--- src/rtl/lsu_pkg.sv ---
// Shared types and constants for the load/store unit.
// The LSU_MISALIGNED_TRAP_EN macro does not affect this package.
package lsu_pkg;
  localparam int XLEN         = 32;
  localparam int OPCODE_WIDTH = 7;
  localparam int FUNCT3_WIDTH = 3;

  localparam logic [OPCODE_WIDTH-1:0] OP_LOAD  = 7'b0000011;
  localparam logic [OPCODE_WIDTH-1:0] OP_STORE = 7'b0100011;

  localparam logic [FUNCT3_WIDTH-1:0] F3_LB  = 3'd0;
  localparam logic [FUNCT3_WIDTH-1:0] F3_LH  = 3'd1;
  localparam logic [FUNCT3_WIDTH-1:0] F3_LW  = 3'd2;
  localparam logic [FUNCT3_WIDTH-1:0] F3_LBU = 3'd4;
  localparam logic [FUNCT3_WIDTH-1:0] F3_LHU = 3'd5;
  localparam logic [FUNCT3_WIDTH-1:0] F3_SB  = 3'd0;
  localparam logic [FUNCT3_WIDTH-1:0] F3_SH  = 3'd1;
  localparam logic [FUNCT3_WIDTH-1:0] F3_SW  = 3'd2;

  typedef enum logic [1:0] {S_IDLE, S_REQ, S_WAIT} lsu_state_e;

  typedef enum logic [1:0] {
    EXC_LD_MISALIGN = 2'd0,
    EXC_ST_MISALIGN = 2'd1,
    EXC_ACCESS      = 2'd2,
    EXC_ILLEGAL     = 2'd3
  } lsu_exc_e;

  typedef enum logic [1:0] {WID_B, WID_H, WID_W} lsu_width_e;
endpackage

--- src/rtl/mod_lsu_align.sv ---
// Combinational lane steering: byte enables and replicated store data on the
// request side, shift and sign/zero extension on the response side.
module mod_lsu_align
  import lsu_pkg::*;
(
  input  lsu_width_e      i_st_width,
  input  logic [1:0]      i_st_off,
  input  logic [XLEN-1:0] i_st_data,
  output logic [3:0]      o_be,
  output logic [XLEN-1:0] o_wdata,
  input  lsu_width_e      i_ld_width,
  input  logic            i_ld_uns,
  input  logic [1:0]      i_ld_off,
  input  logic [XLEN-1:0] i_rdata,
  output logic [XLEN-1:0] o_ldata
);
  logic [XLEN-1:0] w_shift;

  always_comb begin
    o_be    = 4'b1111;
    o_wdata = i_st_data;
    case (i_st_width)
      WID_B: begin
        o_be    = 4'b0001 << i_st_off;
        o_wdata = {4{i_st_data[7:0]}};
      end
      WID_H: begin
        o_be    = 4'b0011 << {i_st_off[1], 1'b0};
        o_wdata = {2{i_st_data[15:0]}};
      end
      default: ;
    endcase
  end

  assign w_shift = i_rdata >> {i_ld_off, 3'b000};

  always_comb begin
    o_ldata = w_shift;
    case (i_ld_width)
      WID_B:   o_ldata = {{(XLEN-8){~i_ld_uns & w_shift[7]}}, w_shift[7:0]};
      WID_H:   o_ldata = {{(XLEN-16){~i_ld_uns & w_shift[15]}}, w_shift[15:0]};
      default: ;
    endcase
  end
endmodule

--- src/rtl/mod_lsu.sv ---
// Single-outstanding load/store unit with req/gnt/rvalid data-memory port.
// Define LSU_MISALIGNED_TRAP_EN to trap misaligned accesses instead of aligning them down.
module mod_lsu
  import lsu_pkg::*;
#(
  parameter int unsigned TIMEOUT_CYCLES = 255
) (
  input  logic                    clk_i,
  input  logic                    rst_ni,
  input  logic                    valid_i,
  output logic                    ready_o,
  input  logic                    flush_i,
  input  logic [OPCODE_WIDTH-1:0] opcode_i,
  input  logic [FUNCT3_WIDTH-1:0] funct3_i,
  input  logic [XLEN-1:0]         addr_i,
  input  logic [XLEN-1:0]         store_data_i,
  input  logic [4:0]              rd_i,
  output logic                    dmem_req_o,
  output logic                    dmem_we_o,
  output logic [3:0]              dmem_be_o,
  output logic [XLEN-1:0]         dmem_addr_o,
  output logic [XLEN-1:0]         dmem_wdata_o,
  input  logic                    dmem_gnt_i,
  input  logic                    dmem_rvalid_i,
  input  logic [XLEN-1:0]         dmem_rdata_i,
  input  logic                    dmem_err_i,
  output logic                    wb_valid_o,
  output logic [4:0]              wb_rd_o,
  output logic [XLEN-1:0]         wb_data_o,
  output logic                    store_done_o,
  output logic                    exc_valid_o,
  output logic [1:0]              exc_cause_o,
  output logic [XLEN-1:0]         exc_addr_o
);
  lsu_state_e      r_state, w_state_nxt;
  logic [31:0]     r_cnt;
  logic            r_kill, r_uns;
  lsu_width_e      r_width;
  logic [1:0]      r_off;
  logic [4:0]      r_rd;
  logic [XLEN-1:0] r_addr;

  logic            w_is_load, w_is_store, w_illegal, w_uns, w_mis_trap;
  lsu_width_e      w_width;
  logic [XLEN-1:0] w_addr_eff, w_wdata, w_ldata;
  logic [3:0]      w_be;
  logic            w_accept, w_idle_exc, w_timeout, w_cnt_hit, w_kill;
  lsu_exc_e        w_idle_cause;

  assign w_is_load  = (opcode_i == OP_LOAD);
  assign w_is_store = (opcode_i == OP_STORE);
  assign ready_o    = (r_state == S_IDLE);
  assign w_cnt_hit  = (TIMEOUT_CYCLES != 0) && (r_cnt == TIMEOUT_CYCLES - 1);
  assign w_kill     = r_kill | flush_i;

  always_comb begin
    w_width   = WID_B;
    w_uns     = 1'b0;
    w_illegal = 1'b0;
    if (w_is_load) begin
      case (funct3_i)
        F3_LB:   w_width = WID_B;
        F3_LH:   w_width = WID_H;
        F3_LW:   w_width = WID_W;
        F3_LBU:  begin w_width = WID_B; w_uns = 1'b1; end
        F3_LHU:  begin w_width = WID_H; w_uns = 1'b1; end
        default: w_illegal = 1'b1;
      endcase
    end else begin
      case (funct3_i)
        F3_SB:   w_width = WID_B;
        F3_SH:   w_width = WID_H;
        F3_SW:   w_width = WID_W;
        default: w_illegal = 1'b1;
      endcase
    end
  end

`ifdef LSU_MISALIGNED_TRAP_EN
  assign w_mis_trap = ((w_width == WID_H) && addr_i[0]) ||
                      ((w_width == WID_W) && (addr_i[1:0] != 2'b00));
  assign w_addr_eff = addr_i;
`else
  logic [1:0] w_lo;
  assign w_lo       = (w_width == WID_W) ? 2'b00 :
                      (w_width == WID_H) ? {addr_i[1], 1'b0} : addr_i[1:0];
  assign w_mis_trap = 1'b0;
  assign w_addr_eff = {addr_i[XLEN-1:2], w_lo};
`endif

  mod_lsu_align u_align (
    .i_st_width (w_width),
    .i_st_off   (w_addr_eff[1:0]),
    .i_st_data  (store_data_i),
    .o_be       (w_be),
    .o_wdata    (w_wdata),
    .i_ld_width (r_width),
    .i_ld_uns   (r_uns),
    .i_ld_off   (r_off),
    .i_rdata    (dmem_rdata_i),
    .o_ldata    (w_ldata)
  );

  always_comb begin
    w_state_nxt  = r_state;
    w_accept     = 1'b0;
    w_idle_exc   = 1'b0;
    w_idle_cause = EXC_ILLEGAL;
    w_timeout    = 1'b0;
    case (r_state)
      S_IDLE: begin
        if (valid_i && !flush_i && (w_is_load || w_is_store)) begin
          if (w_illegal) begin
            w_idle_exc = 1'b1;
          end else if (w_mis_trap) begin
            w_idle_exc   = 1'b1;
            w_idle_cause = w_is_load ? EXC_LD_MISALIGN : EXC_ST_MISALIGN;
          end else begin
            w_accept    = 1'b1;
            w_state_nxt = S_REQ;
          end
        end
      end
      S_REQ: begin
        if (dmem_gnt_i) begin
          w_state_nxt = S_WAIT;
        end else if (flush_i) begin
          w_state_nxt = S_IDLE;
        end else if (w_cnt_hit) begin
          w_timeout   = 1'b1;
          w_state_nxt = S_IDLE;
        end
      end
      S_WAIT: begin
        if (dmem_rvalid_i) begin
          w_state_nxt = S_IDLE;
        end else if (w_cnt_hit) begin
          w_timeout   = 1'b1;
          w_state_nxt = S_IDLE;
        end
      end
      default: w_state_nxt = S_IDLE;
    endcase
  end

  always_ff @(posedge clk_i or negedge rst_ni) begin
    if (!rst_ni) begin
      r_state      <= S_IDLE;
      r_cnt        <= '0;
      r_kill       <= 1'b0;
      r_uns        <= 1'b0;
      r_width      <= WID_B;
      r_off        <= '0;
      r_rd         <= '0;
      r_addr       <= '0;
      dmem_req_o   <= 1'b0;
      dmem_we_o    <= 1'b0;
      dmem_be_o    <= '0;
      dmem_addr_o  <= '0;
      dmem_wdata_o <= '0;
      wb_valid_o   <= 1'b0;
      wb_rd_o      <= '0;
      wb_data_o    <= '0;
      store_done_o <= 1'b0;
      exc_valid_o  <= 1'b0;
      exc_cause_o  <= '0;
      exc_addr_o   <= '0;
    end else begin
      r_state      <= w_state_nxt;
      wb_valid_o   <= 1'b0;
      store_done_o <= 1'b0;
      exc_valid_o  <= 1'b0;
      r_cnt <= ((w_state_nxt != r_state) || (r_state == S_IDLE)) ? '0 : r_cnt + 32'd1;

      if (w_idle_exc) begin
        exc_valid_o <= 1'b1;
        exc_cause_o <= w_idle_cause;
        exc_addr_o  <= addr_i;
      end

      if (w_accept) begin
        dmem_req_o   <= 1'b1;
        dmem_we_o    <= w_is_store;
        dmem_be_o    <= w_be;
        dmem_addr_o  <= {w_addr_eff[XLEN-1:2], 2'b00};
        dmem_wdata_o <= w_wdata;
        r_width      <= w_width;
        r_uns        <= w_uns;
        r_off        <= w_addr_eff[1:0];
        r_rd         <= rd_i;
        r_addr       <= addr_i;
        r_kill       <= 1'b0;
      end

      if ((r_state == S_REQ) && (w_state_nxt != S_REQ)) dmem_req_o <= 1'b0;
      if ((r_state != S_IDLE) && flush_i) r_kill <= 1'b1;

      // A killed operation still retires through the FSM but reports nothing.
      if ((r_state == S_WAIT) && dmem_rvalid_i && !w_kill) begin
        if (dmem_err_i) begin
          exc_valid_o <= 1'b1;
          exc_cause_o <= EXC_ACCESS;
          exc_addr_o  <= r_addr;
        end else if (dmem_we_o) begin
          store_done_o <= 1'b1;
        end else begin
          wb_valid_o <= 1'b1;
          wb_rd_o    <= r_rd;
          wb_data_o  <= w_ldata;
        end
      end

      if (w_timeout && !w_kill) begin
        exc_valid_o <= 1'b1;
        exc_cause_o <= EXC_ACCESS;
        exc_addr_o  <= r_addr;
      end
    end
  end
endmodule

--- config.mk ---
export PLATFORM = sky130hd
export DESIGN_NAME = mod_lsu
export DESIGN_NICKNAME = d
export VERILOG_FILES = /design/src/rtl/lsu_pkg.sv /design/src/rtl/mod_lsu_align.sv /design/src/rtl/mod_lsu.sv
export SDC_FILE = /design/constraint.sdc
export NUM_CORES = 1
export LEC_CHECK = 0
export BUFFER_PORTS_ARGS = -buffer_cell sky130_fd_sc_hd__buf_2
export CORE_MARGIN = 5
export CORE_UTILIZATION = 36
export DETAILED_ROUTE_END_ITERATION = 10
export GPL_TIMING_DRIVEN = 0
export SYNTH_ARGS = -nofsm -noshare
export SYNTH_HDL_FRONTEND = slang
export SYNTH_HIERARCHICAL = 1
export SYNTH_SLANG_ARGS = --single-unit
--- constraint.sdc ---
create_clock -name clk_i -period 2 [get_ports clk_i]
set_clock_uncertainty 0.1 [all_clocks]
set_input_delay 0.4 -clock clk_i [delete_from_list [all_inputs] [get_ports clk_i]]
set_output_delay 0.4 -clock clk_i [all_outputs]
set_load 0.02 [all_outputs]
# Word level (Yosys, flattened, before mapping)
# Cells that the tools add are included.
[classes] add_sub_neg=1 n_eq_ne=14 shifts=3 n_mux=54 bitwise_logic=6 reduce_logical=23
[ops] operator="32-bit two-way mux" count=5
[ops] operator="32-bit one-hot mux with 2 select lines" count=2
[ops] operator="32-bit by 1-bit adder with 32-bit output (second input constant)" count=1
[ops] operator="32-bit by 8-bit equality test with 1-bit output (second input constant)" count=1
[ops] operator="32-bit by 5-bit >> shifter with 32-bit output" count=1
[ops] operator="1-bit two-way mux" count=30
[ops] operator="2-bit two-way mux" count=12
[ops] operator="2-bit one-hot mux with 2 select lines" count=2
[ops] operator="4-bit one-hot mux with 2 select lines" count=1
[ops] operator="7-bit by 2-bit equality test with 1-bit output (second input constant)" count=1
[ops] operator="7-bit by 6-bit equality test with 1-bit output (second input constant)" count=1
[ops] operator="1-bit logical AND" count=7
[ops] operator="2-bit by 1-bit equality test with 1-bit output (second input constant)" count=3
[ops] operator="3-bit equality test (second input constant)" count=2
[ops] operator="2-bit zero test" count=3
[ops] operator="2-bit one-hot mux with 3 select lines" count=1
[ops] operator="2-bit nonzero test" count=3
[ops] operator="5-bit OR reduction" count=1
[ops] operator="2-bit equality test (second input constant)" count=2
[ops] operator="2-bit OR reduction" count=2
[ops] operator="1-bit by 2-bit << shifter with 4-bit output (first input constant)" count=1
[ops] operator="2-bit by 2-bit << shifter with 4-bit output (first input constant)" count=1
[ops] operator="3-bit by 1-bit equality test with 1-bit output (second input constant)" count=1
[ops] operator="3-bit by 2-bit equality test with 1-bit output (second input constant)" count=1
[ops] operator="11 further kinds" count=16
[word_totals] reg_bits=219 out_inout_bits=145 wordCells=121

# Logic depth before layout (Yosys ltp)
[depth] depth_word=11 mapped_depth=10 ltp_nobuf=9

# Modules after synthesis
# Netlist, hierarchy kept.
[modules_own_cells] module="mod_lsu" instances=1 cells_each=811 area_each_um2=8186.6 seq_area_each_um2=4729.5
[modules_own_cells] module="mod_lsu_align" instances=1 cells_each=167 area_each_um2=1148.6 seq_area_each_um2=0.0

# Worst setup path before layout
# No wires, ideal clock.
[synth_timing] kind="register to register" from="register r_state[1]" to="register r_addr[25]" setup_time_ns=0.117 arrival_time_ns=1.963 path_slack_ns=-0.180 path_stages_with_launch=10 path_buffers=2 period_less_slack_ns=2.180 path_cell_list="dfrtp_1 > inv_1 > ha_1 > inv_1 > nor2_1 > nand3_1 > clkbuf_1 > clkbuf_1 > nand2_1 > nand2_1"
[synth_between] elab_chain_len=2
[synth_rtl] item="from (decl)" line_no="mod_lsu.sv:35" source="lsu_state_e r_state, w_state_nxt;"
[synth_rtl] item="from (signal assigned)" line_no="mod_lsu.sv:169" source="r_state <= w_state_nxt;"
[synth_rtl] item="2-bit zero test"
[synth_rtl] item="via ready_o" line_no="mod_lsu.sv:11" source="output logic ready_o,"
[synth_rtl] item="1-bit two-way mux" line_no="mod_lsu.sv:110" source="case (r_state)"
[synth_rtl] item="to (signal assigned)" line_no="mod_lsu.sv:191" source="r_addr <= addr_i;"
[synth_rtl] item="to (decl)" line_no="mod_lsu.sv:41" source="logic [XLEN-1:0] r_addr;"
# The timed path passes the listed nets, and every way through them passes these cells.
# A chain may end at the register's enable or synchronous reset.

# Final worst setup path
[layout_timing] from="register r_cnt[0]" to="register exc_addr_o[23]"
[layout_between] elab_chain_len=7
[layout_rtl] item="from (decl)" line_no="mod_lsu.sv:36" source="logic [31:0] r_cnt;"
[layout_rtl] item="from (signal assigned)" line_no="mod_lsu.sv:173" source="r_cnt <= ((w_state_nxt != r_state) || (r_state == S_IDLE)) ? '0 : r_cnt + 32'd1;"
[layout_rtl] item="32-bit by 8-bit equality test with 1-bit output (*)" line_no="mod_lsu.sv:53" source="assign w_cnt_hit = (TIMEOUT_CYCLES != 0) && (r_cnt == TIMEOUT_CYCLES - 1);"
[layout_rtl] item="1-bit two-way mux (*)" line_no="mod_lsu.sv:129, mod_lsu.sv:137"
[layout_rtl] item="1-bit two-way mux" line_no="mod_lsu.sv:127" source="end else if (flush_i) begin"
[layout_rtl] item="1-bit two-way mux" line_no="mod_lsu.sv:125" source="if (dmem_gnt_i) begin"
[layout_rtl] item="1-bit one-hot mux with 2 select lines (*)" line_no="mod_lsu.sv:110"
[layout_rtl] item="1-bit logical AND (*)" line_no="mod_lsu.sv:213" source="if (w_timeout && !w_kill) begin"
[layout_rtl] item="32-bit two-way mux (*)" line_no="mod_lsu.sv:213"
[layout_rtl] item="to (signal assigned)" line_no="mod_lsu.sv:178" source="exc_addr_o <= addr_i;"
[layout_rtl] item="to (signal assigned)" line_no="mod_lsu.sv:203" source="exc_addr_o <= r_addr;"
[layout_rtl] item="to (signal assigned)" line_no="mod_lsu.sv:216" source="exc_addr_o <= r_addr;"
[layout_rtl] item="to (decl)" line_no="mod_lsu.sv:33" source="output logic [XLEN-1:0] exc_addr_o"
# Mark *: on every way between the ends. The rest lies on a longest branch, timed or not.

==> key figures <==
Synth
  • Netlist cell types: 48
  • Most frequent cell after synthesis: nand2_1
  • Asr flop ratio synth: 1.000
  • Dominant cell type by area after synthesis: dfrtp_1
  • Synth Cell Area: 9335 µm²
  • Yosys warns: 6
  • Post-Syn Instances: 978
  • Main area contributors after synthesis: dfrtp_1 (51%), nand2_1 (11%), mux2_2 (6.6%), mux2i_1 (6.4%), nor2_1 (3.8%)
  • Mean post-synth cell area: 9.545 µm²
  • Share of the synthesized area in the top cell type: 0.5066
  • Post-synth EDFFs: 0
  • Main synth FF type: dfrtp_1
  • Synth Register Bits: 189
  • Synth top cells by count: nand2_1 (265), dfrtp_1 (189), nor2_1 (95)
  • Seq/Total Area, Yosys: 0.5066

Global route
  • All-layer global routing usage: 0.1880
  • Antenna violations before repair: 2
  • Grt ovf: 0
  • First-pass GRT wire length: 44,000 µm
  • Vias in the first global route: 8,219
  • Largest net degree at the start of global routing: 111

Run status
  • Status: finished with violations
  • Failing checks: negative setup slack

Drt
  • Via count: 7,899
  • Initial DRC Count: 356
  • DRC Markers: 0
  • Wire per inst: 17.05 µm
  • Drt first pass iters: 4
  • Via density: 4.825
  • Post-DRT Antenna Nets: 0
  • Final WL: 27,920 µm

CTS
  • Num CTS Buffers: 17
  • CTS tree: yes
  • Clk buf depth: 2
  • CTS Sinks: 189
  • Worst-path clk slew: 0.07 ns
  • Clock Latency Late Sink: 0.43 ns
  • Clock root buffer: clkbuf_16
  • Max H-tree Level: 4

Die
  • Num rows: 59
  • Die width: 171.0 µm
  • Area of the die: 29,250 µm²
  • Initial Util: 0.3623
  • CORE AREA: 25,760 µm²
  • Height of the die: 171.0 µm
  • I/O pins: 263

Timing
  • Max_slew headroom: 0.5845
  • F_max: 0.4549 GHz
  • Fin. Hold Viols: 0
  • Setup ws final: -0.1983 ns
  • Fin crit period: 2.198 ns
  • Final-report setup violation count: 68
  • Max-slew violation count: 0
  • Slew @ Worst Pin: 0.6233 ns
  • Crit share post-route: 1.099
  • RSZ-0062 raised after global routing: true
  • Setup TNS: -10.07 ns

Power
  • Cell-internal power: 7.780 mW
  • Sw frac: 0.3212
  • Combinational power share: 0.272
  • Leakage: 6.877 nW
  • Flop pwr share: 0.412
  • Pwr Density: 893.5 nW/µm²
  • Clock power frac: 0.316
  • NetSw: 3.681 mW
  • Worst VDD drop: 0.0004926 V
  • Power Total: 11.46 mW

Critical path
  • Data arrival, critical path: 2.41 ns
  • CP required: 2.21 ns
  • Critical-path maximum fanout: 6
  • Worst setup SP type: flip-flop
  • CP Capture Type: flip-flop
  • WS Path Type: reg -> reg

Place
  • Post-Place Cells: 1,575
  • Post-place setup slack: -1.006 ns
  • Placer Congestion: 0.8670
  • Port Buffers: 260
  • Dpl hpwl: 19,860 µm

Layout
  • Non-filler instance count after layout: 1,637
  • Register area: 4730 µm²
  • Fill cell count: 2,409
  • P&R area growth vs syn: 37.41%
  • Layout cell share with drive strength beyond 1: 0.4438
  • Multi-input logic area: 4614 µm²
  • Nets: 1,414

Worst hold path
  • Hold Crit Class: in -> reg

Job
  • Total of max-cap violations: 0
sequential cells by signal, indices dropped and copies added (netlist names):
signal,flops
r_width,2
r_cnt,32
r_rd,5
dmem_wdata_o,32
store_done_o,1
wb_data_o,32
wb_rd_o,5
dmem_req_o,1
r_addr,32
r_off,2
exc_addr_o,32
exc_cause_o,2
r_uns,1
dmem_we_o,1
r_kill,1
wb_valid_o,1
r_state,2
exc_valid_o,1
dmem_be_o,4
timing repair:
item	in CTS	in global routing
pin swaps	7	27
buffers inserted	17	11
hold endpoints to repair	79	0
hold buffers	1	0
gates cloned	3	3
gates resized for setup	124	109
endpoints found under the setup margin	183	175
critical path, stage by stage, from the launching register on:
cell and delay [ns]:
dfrtp_1 0.39, inv_1 0.07, ha_2 0.16, nor4b_4 0.19, and4_4 0.26, and3_4 0.21, a41oi_4 0.15, buf_6 0.18
buf_12 0.12, buf_16 0.13, nor2_2 0.07, a21oi_1 0.04
placed cells by master (no fill, tap or decap), drive strengths merged, types with 12 or more instances in the layout:
cell	Yosys	routed
nand3	20	20
mux2	55	55
a211oi	14	14
buf	66	356
a21oi	44	44
dfrtp	189	189
clkbuf	23	41
nor2	95	95
xor2	23	23
nand2	265	265
nor2b	12	12
o21ai	26	26
inv	10	14
mux2i	60	60
logic make-up (layout without fill, tap and decap cells):
family	after synthesis	count (layout)	share of synthesized area
multiplexers	115	115	0.1307
AND/OR/NAND/NOR	441	441	0.1998
other	1	4	0.0004017
flip-flops	189	189	0.5066
buffers and inverters	99	420	0.06179
XOR/XNOR	29	29	0.02721
AO/OA/AOI/OAI	98	98	0.06541
adder cells (fa/ha/maj)	6	6	0.008042
per-stage QoR:
step,hold slack (ns),cell area [µm²],utilization
6_report,0.07599,12830,0.4979
2_1_floorplan,0.004409,9370,-
3_3_place_gp,0.3460,11090,0.4305
5_1_grt,0.07612,12830,0.4979
3_5_place_dp,0.3311,11130,0.4319
4_1_cts,0.05442,12370,0.4803
final cells by class:
| class | instances | area share |
|---|---|---|
| clock buffers | 17 | 0.03316 |
| multi-input cells | 691 | 0.3597 |
| diodes | 2 | 0.0003902 |
| plain buffers | 85 | 0.05648 |
| well taps | 335 | 0.03268 |
| flip-flops and latches | 189 | 0.3687 |
| inverters | 10 | 0.002926 |
| clock inverters | 12 | 0.01444 |
| repair buffers | 296 | 0.1315 |
power groups by stage:
stage,Sequential (mW),Clock [mW],Combinational (mW)
floorplan,5.40,0,0.938
global placement,4.77,0,2.62
detailed placement,4.79,0,2.66
global route,4.80,3.87,3.35
finish,4.73,3.62,3.12
CTS,4.72,3.70,2.94
per-layer routing:
layer	global-route usage	up-vias	share of wire
li1	-	3826	-
met1	0.2469	3827	0.43
met2	0.3122	209	0.49
met3	0.04043	37	0.062
met4	0.05856	0	0.021
met5	0	-	0
final timing paths:
kind | to | cells past startpoint | slack [ns] | start
setup / recovery | exc_addr_o[23] | 11 | -0.20 | r_cnt[0]
hold / removal | r_rd[1] | 3 | 0.08 | rd_i[1]
setup reg to reg | exc_addr_o[23] | 11 | -0.20 | r_cnt[0]
hold reg to reg | dmem_be_o[2] | 2 | 0.36 | dmem_be_o[2]
max in group asynchronous | r_off[0] | 3 | 0.38 | rst_ni
min in group asynchronous | exc_addr_o[20] | 2 | 0.41 | rst_ni
No activity file was read; power rests on OpenSTA's default activity.
